$ cat src/rtl/pipeline_run_ctrl.sv
// Run/step/halt sequencer for the 5-stage pipeline: gates pipe_ena, drains on HALT, parks in DONE.
// Optional enabled-cycle counter built only when PIPE_RUN_CTRL_CYCLE_CNT_EN is defined.
//
// state | meaning
// IDLE  | after reset, pipeline frozen, waiting for run/step
// RUN   | free-running, watching IF for the HALT opcode
// STEP  | single enabled cycle, then back to PAUSE
// PAUSE | frozen but resumable via run/step
// DRAIN | fetch killed, in-flight instructions retiring
// DONE  | parked; only reset leaves
module pipeline_run_ctrl #(
    parameter int          PIPE_DEPTH  = 5,
    parameter logic [5:0]  HALT_OPCODE = 6'h3F,
    parameter int          CNT_W       = 32
) (
    input  logic             clk,
    input  logic             reset,
    input  logic             run_req,
    input  logic             step_req,
    input  logic             halt_req,
    input  logic [31:0]      instr_IF,
    output logic             pipe_ena,
    output logic             fetch_kill,
    output logic [2:0]       state_o,
    output logic             busy,
    output logic             halted,
    output logic [CNT_W-1:0] cycle_cnt
);

    typedef enum logic [2:0] {
        S_IDLE  = 3'd0,
        S_RUN   = 3'd1,
        S_STEP  = 3'd2,
        S_PAUSE = 3'd3,
        S_DRAIN = 3'd4,
        S_DONE  = 3'd5
    } state_t;

    localparam int DRAIN_W = $clog2(PIPE_DEPTH + 1);
    localparam logic [DRAIN_W-1:0] DRAIN_LOAD = DRAIN_W'(PIPE_DEPTH - 1);

    state_t             state_q;
    state_t             state_d;
    logic [DRAIN_W-1:0] drain_cnt;
    logic               halt_at_if;
    logic               unused_instr;

    assign halt_at_if   = (instr_IF[31:26] == HALT_OPCODE);
    assign unused_instr = ^instr_IF[25:0];

    always_ff @(posedge clk or negedge reset) begin
        if (!reset) begin
            state_q <= S_IDLE;
        end else begin
            state_q <= state_d;
        end
    end

    always_ff @(posedge clk or negedge reset) begin
        if (!reset) begin
            drain_cnt <= '0;
        end else if ((state_q != S_DRAIN) && (state_d == S_DRAIN)) begin
            drain_cnt <= DRAIN_LOAD;
        end else if ((state_q == S_DRAIN) && (drain_cnt != '0)) begin
            drain_cnt <= drain_cnt - 1'b1;
        end
    end

    always_comb begin
        state_d = state_q;
        case (state_q)
            S_IDLE, S_PAUSE: begin
                if (run_req) begin
                    state_d = S_RUN;
                end else if (step_req) begin
                    state_d = S_STEP;
                end
            end
            S_RUN: begin
                if (halt_at_if) begin
                    state_d = S_DRAIN;
                end else if (halt_req) begin
                    state_d = S_PAUSE;
                end
            end
            S_STEP: begin
                state_d = halt_at_if ? S_DRAIN : S_PAUSE;
            end
            S_DRAIN: begin
                // <= 1 also covers a degenerate single-stage pipe loading zero
                if (drain_cnt <= DRAIN_W'(1)) begin
                    state_d = S_DONE;
                end
            end
            S_DONE: begin
                state_d = S_DONE;
            end
            default: begin
                state_d = S_IDLE;
            end
        endcase
    end

    always_comb begin
        pipe_ena   = 1'b0;
        fetch_kill = 1'b0;
        busy       = 1'b0;
        halted     = 1'b0;
        state_o    = state_q;
        case (state_q)
            S_RUN, S_STEP: begin
                pipe_ena = 1'b1;
                busy     = 1'b1;
            end
            S_DRAIN: begin
                pipe_ena   = 1'b1;
                fetch_kill = 1'b1;
                busy       = 1'b1;
            end
            S_DONE: begin
                halted = 1'b1;
            end
            default: begin
                pipe_ena = 1'b0;
            end
        endcase
    end

`ifdef PIPE_RUN_CTRL_CYCLE_CNT_EN
    logic [CNT_W-1:0] cnt_q;

    // saturating: a long free-run must never wrap back to small values
    always_ff @(posedge clk or negedge reset) begin
        if (!reset) begin
            cnt_q <= '0;
        end else if (pipe_ena && (cnt_q != {CNT_W{1'b1}})) begin
            cnt_q <= cnt_q + 1'b1;
        end
    end

    assign cycle_cnt = cnt_q;
`else
    assign cycle_cnt = '0;
`endif

endmodule
$ cat config.mk
export PLATFORM = sky130hd
export DESIGN_NAME = pipeline_run_ctrl
export DESIGN_NICKNAME = d
export VERILOG_FILES = /design/src/rtl/pipeline_run_ctrl.sv
export SDC_FILE = /design/constraint.sdc
export NUM_CORES = 1
export LEC_CHECK = 0
export CAP_MARGIN = 0
export CORE_ASPECT_RATIO = 1.1
export CORE_MARGIN = 2
export CORE_UTILIZATION = 28
export CTS_BUF_LIST = sky130_fd_sc_hd__clkbuf_4
export DETAILED_ROUTE_END_ITERATION = 10
export PLACE_DENSITY = 0.82
export SYNTH_ARGS = -nofsm -noshare
export SYNTH_HDL_FRONTEND = slang
export SYNTH_SLANG_ARGS = --single-unit
$ cat constraint.sdc
create_clock -name clk -period 1.95 [get_ports clk]
set_clock_uncertainty 0.15 [all_clocks]
set_input_delay 0.2925 -clock clk [delete_from_list [all_inputs] [get_ports clk]]
set_output_delay 0.2925 -clock clk [all_outputs]
set_load 0.01 [all_outputs]
==> metrics.sh, run 1 <==
WIRE_LENGTH_OF_THE_FIRST_GLOBAL_ROUTING_PASS_UM=2010
SHARE_OF_SYNTHESIZED_CELL_AREA_IN_FULL_ADDER_HALF_ADDER_AND_MAJORITY_CELLS=0.0555
ASYNC_RESET_FF_FRAC=1.00
PORT_BUFFERS=17
SYNTH-SIMPLE-AREA-SHARE=0.157
NUM_ANTENNA_CELLS=0
SYNTH_AREA_UM2=677
CTS_NUM_SINKS=6
POST_SYNTHESIS_COMPOUND_GATE_AREA_FRACTION=0.120
CLOCK_TREE_FROM_TRITONCTS='done'
INTERNAL_POWER_W=0.000538
POWER.SWITCHING_W=0.000392
RSZ0062_AT_GRT='no'
FIN_UTIL=0.364
WORST_IR_DROP_VDD_mV=0.763
COMB_POWER_SHARE=0.607
RUN_STATUS='completed'
NUM_VIAS=533
ROOT_BUFFER='clkbuf_4'
FINAL_SETUP_FAILS=0
PLACE_WORST_SETUP_SLACK_NS=0.0199
NUMBER_OF_BUFFERS_INSERTED_DURING_CLOCK_TREE_SYNTHESIS=3
SYNTHESIS.INSTANCES=84
PERIOD_UTILIZATION=0.966
DESIGN.DIE.AREA_MM2=0.00283
WORST-SETUP-PATH-TYPE='register to primary output'
FINISH.CELL_COUNT_WITHOUT_FILLERS=138
GP_CONGESTION=0.828
INITIAL_UTILIZATION=0.298
POSTSYNTH.TOPFLOPCELL='dfrtp_1'
POWER.LEAKAGE_nW=0.432
SYNTH_SEQ_AREA_SHARE=0.222
AREA_DELTA_SYNTH_FINAL_PCT=22.4
PATH_MAX_FANOUT=5
WIRELENGTH_UM=1280
FIN_TNS_SETUP_NS=0
POST-DP-HPWL_UM=1130
REPORT.FINAL.HOLD_VIOL_COUNT=0
CRIT_FAMILY='buffers and inverters'
HTREEDEPTH=1
STD_CELL_ROWS=18
SYNTH_TOP_FAMILY_BY_AREA='buffers and inverters'
ROUTE.ANTENNA.REMAINING_NETS=0
GRT_PASS1_VIAS=467
MAXIMUM_NUMBER_OF_PINS_ON_ONE_NET_BEFORE_GLOBAL_ROUTE_REPAIR=9
COUNT_OF_BUFFER_AND_INVERTER_CELLS_ON_THE_CRITICAL_PATH=2
FINAL_CRITICAL_PATH_TIME_INCLUDING_I_O_DELAYS_AND_SETUP_NS=1.88
CP_CELL_SEQUENCE='buf_4, clkdlybuf4s50_1'
STARTPOINT_TYPE='register'
PROPORTION_OF_SYNTHESIZED_AREA_IN_MUX_CELLS=0
DRT_FIRST_PASS_ITERS=4
SYNTH_AREA_PER_CELL_UM2=8.06
ANTENNA_FOUND_INITIAL=0
YS_FF_LATCH=6
CPMAXSTAGEDELAYCELL='clkdlybuf4s50_1'
CLKLATENCYLATEPIN_NS=0.25
LAYOUT_SETUP_WS_NS=0.0660
DRC_ERRORS=0
CRIT_PATH_END_KIND='primary output'
CHIPWIDTH_UM=50.9
FIN_NETS=150
WORST-ENDPOINT-REQUIRED_NS=1.51
FMAX_MHz=531
COREAREA_MM2=0.00227
DR.FIRST_ITER.DRC_COUNT=6
POWER_PER_CELL_AREA_mW_PER_MM2=1120
VIA_PER_INST=3.86
DIEHEIGHT_UM=55.6
XOR_XNOR_PORTION_OF_THE_SYNTHESIZED_CELL_AREA=0.0259
SEQUENTIAL_SHARE_OF_POWER=0.266
WIRE_PER_INST_UM=9.25
CPPEAKSTAGEDELAY_NS=0.53
NUMBER_OF_SETUP_BUFFERS_ADDED_AFTER_CTS=0
WORST_EP_ARRIVAL_TIME_NS=1.44
MAX-CAP-VIOLATIONS=0
CLOCK_PATH_BUFFERS=2
MIN-DELAY-PATH-CLASS='input port to asynchronous set/reset pin'
FRACTION_OF_LAYOUT_INSTANCES_USING_A_DRIVE_STRENGTH_ABOVE_1=0.130
TIMING.FINAL.MAX_SLEW_VIOLATIONS=0
YOSYS_WARNINGS=0
GROUTE.USAGE.OVERALL=0.0957
SYNTH_ENABLE_FLOP_CELLS=0
POST_SYNTH_NUM_CELL_TYPES=26
DESIGN.PORTCOUNT=76
GLOBALROUTE.TOTALOVERFLOW=0
LAYOUT.FILLER_CELLS=242
SWSHARE=0.421
CLKTRANSATPATHREGS_NS=0.05
P_CLK_FRAC=0.127
PLACED_CELLS_INCL_TAPS=135
## cell usage in the layout, fill, tap and decap left out, drive strengths merged
| cell type | instances |
|---|---|
| conb | 32 |
| a21oi | 3 |
| o31ai | 1 |
| clkdlybuf4s15 | 1 |
| clkbuf | 3 |
| nor3 | 2 |
| clkdlybuf4s50 | 13 |
| ha | 3 |
| nand2b | 1 |
| nor3b | 1 |
| nand2 | 3 |
| buf | 8 |
| xnor2 | 2 |
| o22ai | 1 |
| o221ai | 1 |
| a221oi | 1 |
| or2 | 1 |
| nor2b | 1 |
| o211ai | 1 |
| inv | 6 |
| a211o | 1 |
| and4 | 1 |
| o21ai | 3 |
| dlygate4sd2 | 3 |
| or2b | 1 |
| dfrtp | 6 |
| nand3 | 1 |
| nor2 | 7 |
## synth_stat cells, drive strengths merged, types with 2 or more instances
| cell type | count | area, um2 |
|---|---|---|
| ha | 3 | 37.5 |
| nor3 | 2 | 10.0 |
| buf | 35 | 258 |
| nor2 | 7 | 26.3 |
| nand2 | 3 | 11.3 |
| inv | 6 | 22.5 |
| o21ai | 3 | 18.8 |
| a21oi | 3 | 15.0 |
| dfrtp | 6 | 150 |
| xnor2 | 2 | 17.5 |
## routing by layer
metal  global-route usage  wire, um  vias to the layer above
met5                    0         0                        -
met3               0.0216        92                        2
met1               0.0985       455                      244
li1                     -         -                      253
met2                0.167       719                       34
met4               0.0656         8                        0
## logic make-up (layout without fill, tap and decap cells)
family                   count (synthesis)  after routing
buffers and inverters                   41             34
AND/OR/NAND/NOR                         19             19
AO/OA/AOI/OAI                           12             12
flip-flops                               6              6
adder cells (fa/ha/maj)                  3              3
XOR/XNOR                                 2              2
other                                    1             32
## what timing repair did
item	in CTS	in global routing
hold endpoints to repair	0	0
resized for setup	4	2
setup endpoints to repair	4	2
hold buffers	0	0
## stage by stage
step | power [W] | hold slack, ns | area [um2]
CTS | 0.000926 | 0.149 | 821
floorplan | 0.000623 | -0.153 | 793
detailed placement | 0.000833 | 0.409 | 803
global placement | 0.000796 | 0.380 | 803
finish | 0.000930 | 0.148 | 828
global route | 0.00101 | 0.175 | 828
## final timing paths
check,from,to,slack (ns),cells after the start
min in group clk,drain_cnt[1],drain_cnt[1],0.41,2
worst min register to register,drain_cnt[1],drain_cnt[1],0.41,2
worst min-delay path,reset,drain_cnt[1],0.15,1
worst max register to register,state_o[1],drain_cnt[2],0.42,5
max in group asynchronous,reset,state_o[0],1.27,1
worst max-delay path,state_o[0],state_o[0],0.07,2
## registers in the layout, indices dropped and copies added, names as in the netlist
signal and cells:
state_o 3, drain_cnt 3
## worst reg2reg max path, delay by kind of cell, from the launching register on
kind                   cells  cell delay [ns]
AOI/OAI and AO/OA          1             0.29
buffers and inverters      2             0.30
DFF                        1             0.42
and+or+nand+nor            2             0.26
## power groups by stage
stage	combinational, W	clock [W]	sequential [W]
global route	0.000626	0.000127	0.000258
finish	0.000564	0.000118	0.000247
detailed placement	0.000584	0	0.000249
CTS	0.000554	0.000124	0.000247
global placement	0.000557	0	0.000239
floorplan	0.000394	0	0.000228
## area by class of cell
type / instances / area, um2 / area share
Sequential cell: 6 / 150 / 0.181
Inverter: 6 / 22.5 / 0.0272
Multi-Input combinational cell: 68 / 369 / 0.446
Tap cell: 30 / 37.5 / 0.0453
Timing Repair Buffer: 25 / 226 / 0.273
Clock buffer: 3 / 22.5 / 0.0272
Note: power is estimated with default switching activity, not from simulation.
==> run 2: changes to the inputs <==
--- a/config.mk
+++ b/config.mk
@@ -11,6 +11,7 @@
 export CORE_UTILIZATION = 28
 export CTS_BUF_LIST = sky130_fd_sc_hd__clkbuf_4
 export DETAILED_ROUTE_END_ITERATION = 10
+export MAX_ROUTING_LAYER = met4
 export PLACE_DENSITY = 0.82
 export SYNTH_ARGS = -nofsm -noshare
 export SYNTH_HDL_FRONTEND = slang
==> run 2 against run 1 <==
Global-route usage up 0.26 points. Setup slack got worse by 0.0057 ns. Utilization stayed put. Sequential power is essentially flat. Critical path depth unchanged. Flip-flop and latch count unchanged. Via count stayed put.
==> metrics.sh, run 2 (synthesis results as in run 1) <==
WORST-ENDPOINT-REQUIRED_NS=1.51  # about the same
CRIT_START='state_o[0]'  # unchanged
NUM_VIAS=533  # unchanged
NUM_ANTENNA_CELLS=0  # unchanged
REG2REG_DEPTH=5  # unchanged
RUN_STATUS='completed'  # unchanged
WORST_EP_ARRIVAL_TIME_NS=1.45  # was 1.44 ns
CLOCK_TREE_FROM_TRITONCTS='done'  # unchanged
GRT_USE_MET1=0.0985  # unchanged
RSZ0062_AT_GRT='no'  # unchanged
CLKTRANSATPATHREGS_NS=0.05  # about the same
DIEHEIGHT_UM=55.6  # unchanged
POST_CTS_HOLD_BUFFER_COUNT=0  # unchanged
WIRE_LENGTH_OF_THE_FIRST_GLOBAL_ROUTING_PASS_UM=2010  # unchanged
ANTENNA_FOUND_INITIAL=0  # unchanged
WIRE_PER_INST_UM=9.34  # was 9.25 um
AREA_DELTA_SYNTH_FINAL_PCT=22.4  # unchanged
INITIAL_UTILIZATION=0.298  # unchanged
WORSTREG2REGSTART='state_o[1]'  # unchanged
FINAL_CRITICAL_PATH_TIME_INCLUDING_I_O_DELAYS_AND_SETUP_NS=1.89  # was 1.88 ns
ROOT_BUFFER='clkbuf_4'  # unchanged
GRT-BUSIEST-LAYER='met2'  # unchanged
NUMBER_OF_SETUP_BUFFERS_ADDED_AFTER_CTS=0  # unchanged
USE_MET3=0.0216  # unchanged
GP_CONGESTION=0.840  # was 0.828
MAX-CAP-VIOLATIONS=0  # unchanged
DRC_ERRORS=0  # unchanged
CLOCK_PATH_BUFFERS=2  # unchanged
GROUTE.USAGE.OVERALL=0.0983  # was 0.0957
GRT_PASS1_VIAS=469  # was 467
REPORT.FINAL.HOLD_VIOL_COUNT=0  # unchanged
MIN-DELAY-PATH-CLASS='input port to asynchronous set/reset pin'  # unchanged
PATH_MAX_FANOUT=5  # unchanged
POWER_PER_CELL_AREA_mW_PER_MM2=1130  # was 1120 mW/mm2
POST-DP-HPWL_UM=1130  # unchanged
DR.FIRST_ITER.DRC_COUNT=6  # unchanged
FIN_NETS=150  # unchanged
PORT_BUFFERS=17  # unchanged
WORST_IR_DROP_VDD_mV=0.781  # was 0.763 mV
WORST-SETUP-PATH-TYPE='register to primary output'  # unchanged
HTREEDEPTH=1  # unchanged
DRT_FIRST_PASS_ITERS=4  # unchanged
NUMBER_OF_BUFFERS_INSERTED_DURING_CLOCK_TREE_SYNTHESIS=3  # unchanged
MAXIMUM_NUMBER_OF_PINS_ON_ONE_NET_BEFORE_GLOBAL_ROUTE_REPAIR=9  # unchanged
FRACTION_OF_LAYOUT_INSTANCES_USING_A_DRIVE_STRENGTH_ABOVE_1=0.130  # unchanged
MOST_COMMON_CELL_AFTER_LAYOUT_FILL_AND_TAPS_ASIDE='conb_1'  # unchanged
VIA_PER_INST=3.86  # unchanged
ROUTE.ANTENNA.REMAINING_NETS=0  # unchanged
CTS_NUM_SINKS=6  # unchanged
LAYOUT_COMMON_CELLS='32 x conb_1, 13 x clkdlybuf4s50_1, 8 x buf_4'  # unchanged
WIRELENGTH_UM=1290  # was 1280 um
STD_CELL_ROWS=18  # unchanged
FMAX_MHz=529  # was 531 MHz
R2R_SETUP_SLACK_NS=0.41  # was 0.42 ns
POWER.TOTAL_W=0.000933  # was 0.000930 W
FINAL_SETUP_FAILS=0  # unchanged
CHIPWIDTH_UM=50.9  # unchanged
CRIT_PATH_END_KIND='primary output'  # unchanged
CLKLATENCYLATEPIN_NS=0.25  # about the same
POWER.LEAKAGE_nW=0.432  # unchanged
FIN_TNS_SETUP_NS=0  # unchanged
TIMING.FINAL.MAX_SLEW_VIOLATIONS=0  # unchanged
STARTPOINT_TYPE='register'  # unchanged
GLOBALROUTE.TOTALOVERFLOW=0  # unchanged
DESIGN.DIE.AREA_MM2=0.00283  # unchanged
COREAREA_MM2=0.00227  # unchanged
GRT_UTIL_MET2=0.167  # unchanged
PERIOD_UTILIZATION=0.969  # was 0.966
DESIGN.PORTCOUNT=76  # unchanged
-- run 2: cell counts in the layout (fill, tap and decap cells not counted) --
No cell type changed its count.
-- run 2: critical path, cell delays in order (launching register included) --
cell,delay [ns]
dfrtp_1,0.48
buf_4,0.18
clkdlybuf4s50_1,0.53
-- run 2: stage by stage --
stage / utilization / instances / hold WS (ns) / cell area (um2) / worst slack (ns)
after CTS: 0.361 / 138 / 0.149 / 821 / 0.0410
after detailed placement: 0.353 / 135 / 0.409 / 803 / 0.0199
after floorplan: - / 115 / -0.153 / 793 / 0.220
after global placement: 0.353 / 135 / 0.380 / 803 / 0.0554
after global routing: 0.364 / 138 / 0.175 / 828 / 0.00758
final: 0.364 / 138 / 0.145 / 828 / 0.0603
-- run 2: layer usage --
layer  part of all wire  routed length (um)  up-vias
met2               0.56                 723       34
met4             0.0062                   8        0
met3              0.071                  92        2
met1               0.36                 464      242
li1                   -                   -      255
met5                  0                   0        -
-- run 2: power breakdown --
group	internal, W	switching [W]	total (W)
logic	0.000287	0.000276	0.000563
clock network	0.0000701	0.0000519	0.000122
registers	0.000181	0.0000669	0.000247
-- run 2: final timing paths --
kind                                     end
worst max-delay path              state_o[0]
worst min-delay path              state_o[2]
worst max register to register  drain_cnt[2]
worst min register to register  drain_cnt[1]
max in group asynchronous       drain_cnt[2]
min in group clk                drain_cnt[1]
-- run 2: area by class of cell --
cell class                 instances  area [um2]
tap                               30        37.5
fill                             242        1450
inverter                           6        22.5
multi-input combinational         68         369
clock buffer                       3        22.5
sequential                         6         150
timing repair buffer              25         226
-- run 2: repair_timing --
item                                   in CTS  in global routing
cloned                                      0                  0
setup endpoints to repair                   4                  2
endpoints found under the hold margin       0                  0
resized for setup                           4                  2
==> run 3: changes to the inputs <==
==> constraint.sdc (replaced) <==
create_clock -name clk -period 1.83 [get_ports clk]
set_clock_uncertainty 0.15 [all_clocks]
set_input_delay 0.2745 -clock clk [delete_from_list [all_inputs] [get_ports clk]]
set_output_delay 0.2745 -clock clk [all_outputs]
set_load 0.01 [all_outputs]
==> run 3 against run 2 <==
Cell count increased by 2.9%. Sequential power about the same. Via count up 3.2%. Highest routed layer is now met3. Critical path type unchanged. Setup slack worse by 0.014 ns. Hold slack lost 0.010 ns. Clock power hardly changed. Combinational power rose by 11%. Wire length grew 0.62%. Sequential share of layout area shrank 0.38 points.
==> metrics.sh, run 3 (synthesis results as in run 1) <==
POST-DP-HPWL_UM=1090  # was 1130 um
CLKLATENCYLATEPIN_NS=0.24  # was 0.25 ns
PORT_BUFFERS=17  # unchanged
RSZ0062_AT_GRT='no'  # unchanged
CLOCK_PATH_BUFFERS=2  # unchanged
POST_CTS_HOLD_BUFFER_COUNT=0  # unchanged
INITIAL_UTILIZATION=0.298  # unchanged
FINAL_CRITICAL_PATH_TIME_INCLUDING_I_O_DELAYS_AND_SETUP_NS=1.78
VIA_PER_INST=3.87  # was 3.86
MAXIMUM_NUMBER_OF_PINS_ON_ONE_NET_BEFORE_GLOBAL_ROUTE_REPAIR=9  # unchanged
PLACED_CELLS_INCL_TAPS=137  # was 135
ANTENNA_FOUND_INITIAL=0  # unchanged
STARTPOINT_TYPE='register'  # unchanged
CLKTRANSATPATHREGS_NS=0.05  # about the same
WIRE_LENGTH_OF_THE_FIRST_GLOBAL_ROUTING_PASS_UM=2060  # was 2010 um
ROOT_BUFFER='clkbuf_4'  # unchanged
MAX-CAP-VIOLATIONS=0  # unchanged
DESIGN.DIE.AREA_MM2=0.00283  # unchanged
TIMING.FINAL.MAX_SLEW_VIOLATIONS=0  # unchanged
GROUTE.USAGE.OVERALL=0.0982  # was 0.0983
FIN_TNS_SETUP_NS=0  # unchanged
COREAREA_MM2=0.00227  # unchanged
WORST-SETUP-PATH-TYPE='register to primary output'  # unchanged
CLOCK_TREE_FROM_TRITONCTS='done'  # unchanged
POWER_PER_CELL_AREA_mW_PER_MM2=1180  # was 1130 mW/mm2
DRC_ERRORS=0  # unchanged
FMAX_MHz=561
MIN-DELAY-PATH-CLASS='input port to asynchronous set/reset pin'  # unchanged
NUM_VIAS=550  # was 533
LAYOUT.FILLER_CELLS=242  # unchanged
CTS_NUM_SINKS=6  # unchanged
WIRELENGTH_UM=1300  # was 1290 um
NUMBER_OF_BUFFERS_INSERTED_DURING_CLOCK_TREE_SYNTHESIS=3  # unchanged
NUM_ANTENNA_CELLS=0  # unchanged
WORST-ENDPOINT-REQUIRED_NS=1.41  # was 1.51 ns
WIRE_PER_INST_UM=9.13  # was 9.34 um
DRT_FIRST_PASS_ITERS=4  # unchanged
LAYOUT.CELL_AREA.NON_FILLER_UM2=846  # was 828 um2
FRACTION_OF_LAYOUT_INSTANCES_USING_A_DRIVE_STRENGTH_ABOVE_1=0.188  # was 0.130
PATH_MAX_FANOUT=5  # unchanged
POSTPLACECELLAREA_UM2=818  # was 803 um2
REPORT.FINAL.HOLD_VIOL_COUNT=0  # unchanged
ROUTE.ANTENNA.REMAINING_NETS=0  # unchanged
HTREEDEPTH=1  # unchanged
PERIOD_UTILIZATION=0.975
FINAL_SETUP_FAILS=0  # unchanged
WORST_EP_ARRIVAL_TIME_NS=1.36  # was 1.45 ns
RUN_STATUS='completed'  # unchanged
AREA_DELTA_SYNTH_FINAL_PCT=25.0  # was 22.4%
FINISH.CELL_COUNT_WITHOUT_FILLERS=142  # was 138
CRIT_PATH_END_KIND='primary output'  # unchanged
FIN_NETS=154  # was 150
MOST_COMMON_CELL_AFTER_LAYOUT_FILL_AND_TAPS_ASIDE='conb_1'  # unchanged
CHIPWIDTH_UM=50.9  # unchanged
GP_CONGESTION=0.854  # was 0.840
GLOBALROUTE.TOTALOVERFLOW=0  # unchanged
DIEHEIGHT_UM=55.6  # unchanged
STD_CELL_ROWS=18  # unchanged
GRT_PASS1_VIAS=490  # was 469
LAYOUT_COMMON_CELLS='32 x conb_1, 13 x clkdlybuf4s50_1, 12 x buf_4'  # was 32 x conb_1, 13 x clkdlybuf4s50_1, 8 x buf_4
DESIGN.PORTCOUNT=76  # unchanged
WORST_IR_DROP_VDD_mV=0.619  # was 0.781 mV
FIN_UTIL=0.372  # was 0.364
DR.FIRST_ITER.DRC_COUNT=6  # unchanged
POWER.LEAKAGE_nW=0.446  # was 0.432 nW
==> run 3: layout make-up <==
cell class | instances | area (um2) | area share
Multi-Input combinational cell | 68 | 369 | 0.436
Timing Repair Buffer | 29 | 244 | 0.288
Sequential cell | 6 | 150 | 0.178
Tap cell | 30 | 37.5 | 0.0444
Clock buffer | 3 | 22.5 | 0.0266
Inverter | 6 | 22.5 | 0.0266
==> run 3: power breakdown <==
group | total [W] | internal, W | switching (W)
Clock | 0.000123 | 0.0000743 | 0.0000486
Sequential | 0.000250 | 0.000193 | 0.0000574
Combinational | 0.000625 | 0.000315 | 0.000310
Total | 0.000998 | 0.000582 | 0.000416
==> run 3: critical path, cell delays in order (launching register included) <==
cell,delay [ns]
dfrtp_1,0.41
buf_4,0.17
clkdlybuf4s50_1,0.54
==> run 3: repair_timing <==
| action | 4_1_cts | 5_1_grt |
|---|---|---|
| setup endpoints to repair | 4 | 4 |
| endpoints found under the hold margin | 0 | 0 |
| resized for setup | 9 | 3 |
| gates cloned | 0 | 0 |
| setup buffers | 0 | 2 |
==> run 3: metal layers <==
metal,routed length [um],global-route usage,up-vias
li1,-,-,262
met1,451,0.0948,252
met2,748,0.171,36
met3,98,0.0216,0
met4,0,0.0656,0
met5,0,-,-
==> run 3: final timing paths <==
check,startpoint,to,slack (ns),cells past startpoint
worst max-delay path,state_o[0],state_o[0],0.05,2
worst min-delay path,reset,state_o[1],0.13,1
worst max register to register,state_o[1],drain_cnt[0],0.29,5
worst min register to register,drain_cnt[1],drain_cnt[1],0.39,2
max in group asynchronous,reset,drain_cnt[2],1.16,1
min in group clk,drain_cnt[1],drain_cnt[1],0.39,2
==> run 3: through the flow <==
| stage | hold WS [ns] | setup WS [ns] | total power, W |
|---|---|---|---|
| CTS | 0.128 | 0.00494 | 0.00102 |
| global route | 0.150 | 0.00200 | 0.00109 |
| detailed placement | 0.390 | -0.0695 | 0.000895 |
| floorplan | -0.171 | 0.118 | 0.000663 |
| global placement | 0.376 | -0.0478 | 0.000865 |
| finish | 0.135 | 0.0459 | 0.000998 |
